--- src/rtl/sr_button_ctrl.sv ---
// Purpose: sync + debounce two raw push-buttons; emit one-cycle s/r pulses to sr_ff, never both at once.
// Latency: raw edge held from before edge k -> s/r pulse high from edge k+3+DEBOUNCE_CYCLES.
// Backpressure: none; sr_ff is always ready and pulses are fire-and-forget.
// Optional: define SR_CTRL_CONFLICT_EN to turn a simultaneous press into a conflict pulse.
module sr_button_ctrl #(
  parameter int DEBOUNCE_CYCLES = 4,
  parameter int CNT_W           = 16
) (
  input  logic clk,
  input  logic rst_n,
  input  logic btn_set_raw,
  input  logic btn_clr_raw,
  output logic s,
  output logic r,
  output logic conflict
);

  // Counter value on which the D-th consecutive differing sample is seen.
  localparam logic [CNT_W-1:0] CNT_LAST = CNT_W'(DEBOUNCE_CYCLES - 1);
  localparam logic [CNT_W-1:0] CNT_ONE  = CNT_W'(1);

  // Channel 0 is set, channel 1 is clear; both channels are identical.
  logic [1:0] raw_in;
  logic [1:0] press;

  assign raw_in = {btn_clr_raw, btn_set_raw};

  for (genvar g = 0; g < 2; g++) begin : g_chan
    logic             sync1;
    logic             sync2;
    logic             stable;
    logic             stable_d;
    logic             press_q;
    logic [CNT_W-1:0] cnt;

    // Two-flop synchroniser for the asynchronous button input.
    always_ff @(posedge clk) begin
      if (!rst_n) begin
        sync1 <= 1'b0;
        sync2 <= 1'b0;
      end else begin
        sync1 <= raw_in[g];
        sync2 <= sync1;
      end
    end

    // Accept a new level only after it has differed from stable for
    // DEBOUNCE_CYCLES consecutive cycles; any bounce back restarts the count.
    always_ff @(posedge clk) begin
      if (!rst_n) begin
        stable <= 1'b0;
        cnt    <= '0;
      end else if (sync2 != stable) begin
        if (cnt == CNT_LAST) begin
          stable <= sync2;
          cnt    <= '0;
        end else begin
          cnt <= cnt + CNT_ONE;
        end
      end else begin
        cnt <= '0;
      end
    end

    // Registered rising-edge detect on the debounced level; releases are ignored.
    always_ff @(posedge clk) begin
      if (!rst_n) begin
        stable_d <= 1'b0;
        press_q  <= 1'b0;
      end else begin
        stable_d <= stable;
        press_q  <= stable & ~stable_d;
      end
    end

    assign press[g] = press_q;
  end

`ifdef SR_CTRL_CONFLICT_EN
  logic s_nxt;
  logic r_nxt;
  logic conflict_nxt;

  // A simultaneous press issues neither command and flags a conflict instead.
  always_comb begin
    s_nxt        = 1'b0;
    r_nxt        = 1'b0;
    conflict_nxt = 1'b0;
    if (press[0] && press[1]) begin
      conflict_nxt = 1'b1;
    end else begin
      s_nxt = press[0];
      r_nxt = press[1];
    end
  end

  // Output register: one-cycle command pulses and conflict flag.
  always_ff @(posedge clk) begin
    if (!rst_n) begin
      s        <= 1'b0;
      r        <= 1'b0;
      conflict <= 1'b0;
    end else begin
      s        <= s_nxt;
      r        <= r_nxt;
      conflict <= conflict_nxt;
    end
  end
`else
  logic s_nxt;
  logic r_nxt;

  // A simultaneous press resolves to clear: r wins, s is suppressed.
  always_comb begin
    s_nxt = 1'b0;
    r_nxt = 1'b0;
    if (press[1]) begin
      r_nxt = 1'b1;
    end else if (press[0]) begin
      s_nxt = 1'b1;
    end
  end

  // Output register: one-cycle command pulses.
  always_ff @(posedge clk) begin
    if (!rst_n) begin
      s <= 1'b0;
      r <= 1'b0;
    end else begin
      s <= s_nxt;
      r <= r_nxt;
    end
  end

  assign conflict = 1'b0;
`endif

endmodule
--- config.mk ---
export PLATFORM = sky130hd
export DESIGN_NAME = sr_button_ctrl
export DESIGN_NICKNAME = d
export VERILOG_FILES = /design/src/rtl/sr_button_ctrl.sv
export SDC_FILE = /design/constraint.sdc
export NUM_CORES = 1
export LEC_CHECK = 0
export BUFFER_PORTS_ARGS = -buffer_cell sky130_fd_sc_hd__buf_4
export CORE_MARGIN = 2
export CORE_UTILIZATION = 62
export CTS_BUF_LIST = sky130_fd_sc_hd__clkbuf_4 sky130_fd_sc_hd__clkbuf_8 sky130_fd_sc_hd__clkbuf_16
export CTS_CLUSTER_DIAMETER = 40
export DETAILED_ROUTE_END_ITERATION = 16
export HOLD_SLACK_MARGIN = 0.02
export PLACE_DENSITY = 0.8
export SLEW_MARGIN = 0
export SYNTH_ARGS = -nofsm -noshare
export SYNTH_HDL_FRONTEND = slang
export SYNTH_SLANG_ARGS = --single-unit
--- constraint.sdc ---
create_clock -name clk -period 3.85 [get_ports clk]
set_input_delay 0.77 -clock clk [delete_from_list [all_inputs] [get_ports clk]]
set_output_delay 0.77 -clock clk [all_outputs]
set_load 0.1 [all_outputs]
# == Word level (Yosys, flattened, before mapping) ==
# Cells that the tools add are included.
# op_classes
add_sub_neg,2
eq_ne,4
muxes,2
bitwise,7
reduce_logical,5
# ops
cell,count
adder 16 x 1 -> 16 bit (second input constant),2
== test 16 x 2 -> 1 bit (second input constant),2
OR reduction 3 bit,2
inverter 1 bit,5
AND reduction 2 bit,2
bitwise AND 1 bit,2
2-to-1 mux 1 bit,2
!= test 1 bit,2
OR reduction 2 bit,1
# word_totals
regBits,44
inputBits,4
out_inout_bits,3
wordCells,34

# == Longest topological paths before layout ==
# logic_depth
ltp_word,3
ltp_mapped,6
mapped_depth_nobuf,5

# == Worst setup path after synthesis ==
# OpenSTA, ideal clock, no wires.
# synth_path
kind,reg2out
start,reg r
end,out r
arrival_ns,0.909
required_time_ns,3.080
path_slack_ns,2.171
path_stages_with_launch,1
n_path_buf,0
cell_sequence,dfxtp_1
# synth_rtl
item,line_no,rtl
"start, declared",14,"output logic r,"
"start signal, assigned",131,r <= r_nxt;
# No word-level cell between the ends.

# == Final worst setup path ==
# layout_path
start,reg g_chan[0].cnt[0]
end,reg g_chan[0].cnt[10]
# layout_between
elab_chain_cells,2
elab_cells_between_ends,3
cone_classes,add/sub: 1; eq/ne: 1; reduce/logical: 1
# layout_lines
item,line_no,rtl
"start, declared",34,logic [CNT_W-1:0] cnt;
"start signal, assigned",58,cnt <= cnt + CNT_ONE;
"parallel branches: the longest is 2 deep, another holds adder 16 x 1 -> 16 bit",--,
# Parallel ways; which one is timed is not known.
# A chain may end at the register's enable or synchronous reset.

==> results.json <==
{
  "cts_buffer_depth": 2,
  "p_per_area_nw_per_um2": 409.0,
  "outcome": "finished, final reports clean",
  "holdCritStartpoint": "g_chan[1].stable_d",
  "syn_to_final_growth_pct": 7.128,
  "synth_nets": 195,
  "cts_hold_buf": 0,
  "fillers": 212,
  "dp_hpwl_um": 2053,
  "grt_util_all_layers_pct": 20.39,
  "worstPathRequired_ns": 4.08,
  "cts_tree": "yes",
  "final.min_clock_period_ns": 1.838,
  "dieArea_um2": 3303,
  "initial_utilization_pct": 64.85,
  "grt_pass1_wl_um": 5161,
  "cts_resized": 0,
  "die_width_um": 57.48,
  "muxShareOfSynthArea_pct": 1.129,
  "first_global_vias": 1223,
  "syn_area_um2": 1773,
  "cts_buffers": 5,
  "finalCritPeriodShare_pct": 47.75,
  "cp_max_fo": 16,
  "cts_setup_buffers": 0,
  "dr.pass1.iters": 4,
  "postSynthAreaPerCell_um2": 9.381,
  "synth-xor-area-share_pct": 14.33,
  "nNetsFinal": 201,
  "grt_overflow": 0,
  "drc_errors": 0,
  "fmax_mhz": 543.9,
  "path_clk_slew_ns": 0.13,
  "synth_compound_area_share_pct": 0.5646,
  "io_buffers": 5,
  "reg2reg_from": "g_chan[0].cnt[0]",
  "synth_edf_count": 0,
  "core_um2": 2734,
  "p_leak_nw": 0.6511,
  "vdd_drop_max_v": 0.0004530,
  "h-tree-depth": 2,
  "fin_skew_ns": 0.005249,
  "avgViaCountPerCell": 5.546,
  "place_congestion": 0.8256,
  "yosysUniqueCellTypes": 30,
  "drive_above_1_share_pct": 7.653,
  "diodes": 0,
  "finalSetupTns_ns": 0,
  "fp-row-count": 19,
  "synth-simple-area-share_pct": 29.36,
  "num_vias": 1259,
  "netlist_instances": 189,
  "yosysTopAreaCell": "dfxtp_1",
  "fin_cells": 227,
  "async_reset_ff_share_pct": 0,
  "final_hold_viol_count": 0,
  "setup_viol": 0,
  "synth.ff_latch_count": 44,
  "antenna_left": 0,
  "holdWs_ns": 0.3874,
  "grt_setup_unrepaired": "no",
  "cts_root_buf": "clkbuf_4",
  "antenna_found_initial": 0,
  "wl_um": 2910,
  "cap_violations": 0,
  "tightest_slew_ns": 0.5992,
  "initialDrtViolationCount": 69,
  "dpl.cell_count": 219,
  "cp-start-kind": "flop",
  "dieHeight_um": 57.48,
  "synth_top_cell_area_share_pct": 49.68,
  "slew_violations": 0,
  "grt_max_degree": 17,
  "ys_seq_area_share_pct": 49.68,
  "min_path_type": "reg2reg",
  "ys_warn_count": 0,
  "routedWlPerCell_um": 12.82,
  "path_class": "reg2reg",
  "synthFlopType": "dfxtp_1",
  "endpoint_kind": "flop",
  "cts_sinks": 44,
  "top_level_ports": 7,
  "insertion_delay_ns": 0.36,
  "synth_top_family_by_area": "simple AND/OR/NAND/NOR gates",
  "crit_arrival_ns": 2.07,
  "synth_fa_ha_area_share_pct": 1.411,
  "synth_area_leaders": "dfxtp_1 (50%), xor2_1 (7.4%), nor2_1 (7.2%)",
  "relSlewSlack_pct": 59.94,
  "crit_start": "g_chan[0].cnt[0]"
}
==> cells by family (layout without fill, tap and decap cells) <==
family          Yosys count  count (layout)
simple gates             98              98
flops                    44              44
xor+xnor                 29              29
buf+inv                  11              18
fa+ha+maj                 2               2
compound gates            2               2
mux                       2               2
other cells               1               1
==> flip-flops by register name, summed over array words and instances (netlist names) <==
register / flops
g_chan.sync1: 2
g_chan.cnt: 32
g_chan.press_q: 2
g_chan.stable_d: 2
g_chan.stable: 2
g_chan.sync2: 2
s: 1
r: 1
==> per-stage QoR <==
stage / total power [mW] / worst slack (ns) / utilization, % / instance area [µm²]
floorplan: 0.4799 / 2.171 / - / 1773
global placement: 0.4821 / 2.096 / 66.18 / 1809
detailed placement: 0.4827 / 2.038 / 66.18 / 1809
CTS: 0.7865 / 2.015 / 69.47 / 1899
global route: 0.8065 / 1.828 / 69.47 / 1899
finish: 0.7768 / 2.012 / 69.47 / 1899
==> cell type report <==
cell class              instances  area [µm²]  area share, %
clock buffers                   6       51.30          2.701
clock inverters                 2       38.79          2.042
inverters                       5       18.77         0.9881
multi-input cells             134       833.3          43.87
flip-flops and latches         44       880.8          46.38
well taps                      31       38.79          2.042
repair buffers                  5       37.54          1.976
==> critical path: stages (launching register included) <==
cell and delay [ns]:
dfxtp_1 0.41, ha_1 0.22, nor4b_1 0.24, nand4_1 0.19, nand3_1 0.52, nor2_1 0.14
==> routing by layer <==
metal,global-route usage [%],part of all wire (%),routed length (µm)
met5,0,0,0
met1,22.94,44,1277
met2,34.90,51,1471
met3,6.122,3.6,105
met4,9.967,1.9,56
==> path summary, 6_finish.rpt <==
check	depth (start not counted)	slack, ns	endpoint
hold reg to reg	1	0.39	g_chan[1].press_q
setup reg to reg	5	2.01	g_chan[0].cnt[10]
setup / recovery	5	2.01	g_chan[0].cnt[10]
hold / removal	1	0.39	g_chan[1].press_q
==> layout by cell type, fill, tap and decap left out, types with 3 or more instances in the layout <==
master	Yosys	layout
buf_4	2	5
nand4_1	9	9
nand3_1	12	12
nor4_1	9	9
nor2b_1	4	4
nor3_1	5	5
nand2_1	6	6
xnor2_1	14	14
and4_1	3	3
clkbuf_4	0	5
xor2_1	15	15
inv_1	5	5
dfxtp_1	44	44
and2_1	8	8
nor2_1	34	34
==> power by group <==
part / switching, mW / internal, mW
clock: 0.149 / 0.156
combinational: 0.00920 / 0.00406
sequential: 0.00139 / 0.458
==> cells in the mapped netlist, drive strengths merged (4+ instances only) <==
cell and number:
nand4 9, and2 8, inv 5, nor2 34, xor2 15, xnor2 14, nand2 6, nor4 9
nor3 5, buf 5, dfxtp 44, nand3 13, nor2b 4
Note: power is estimated with default switching activity, not from simulation.
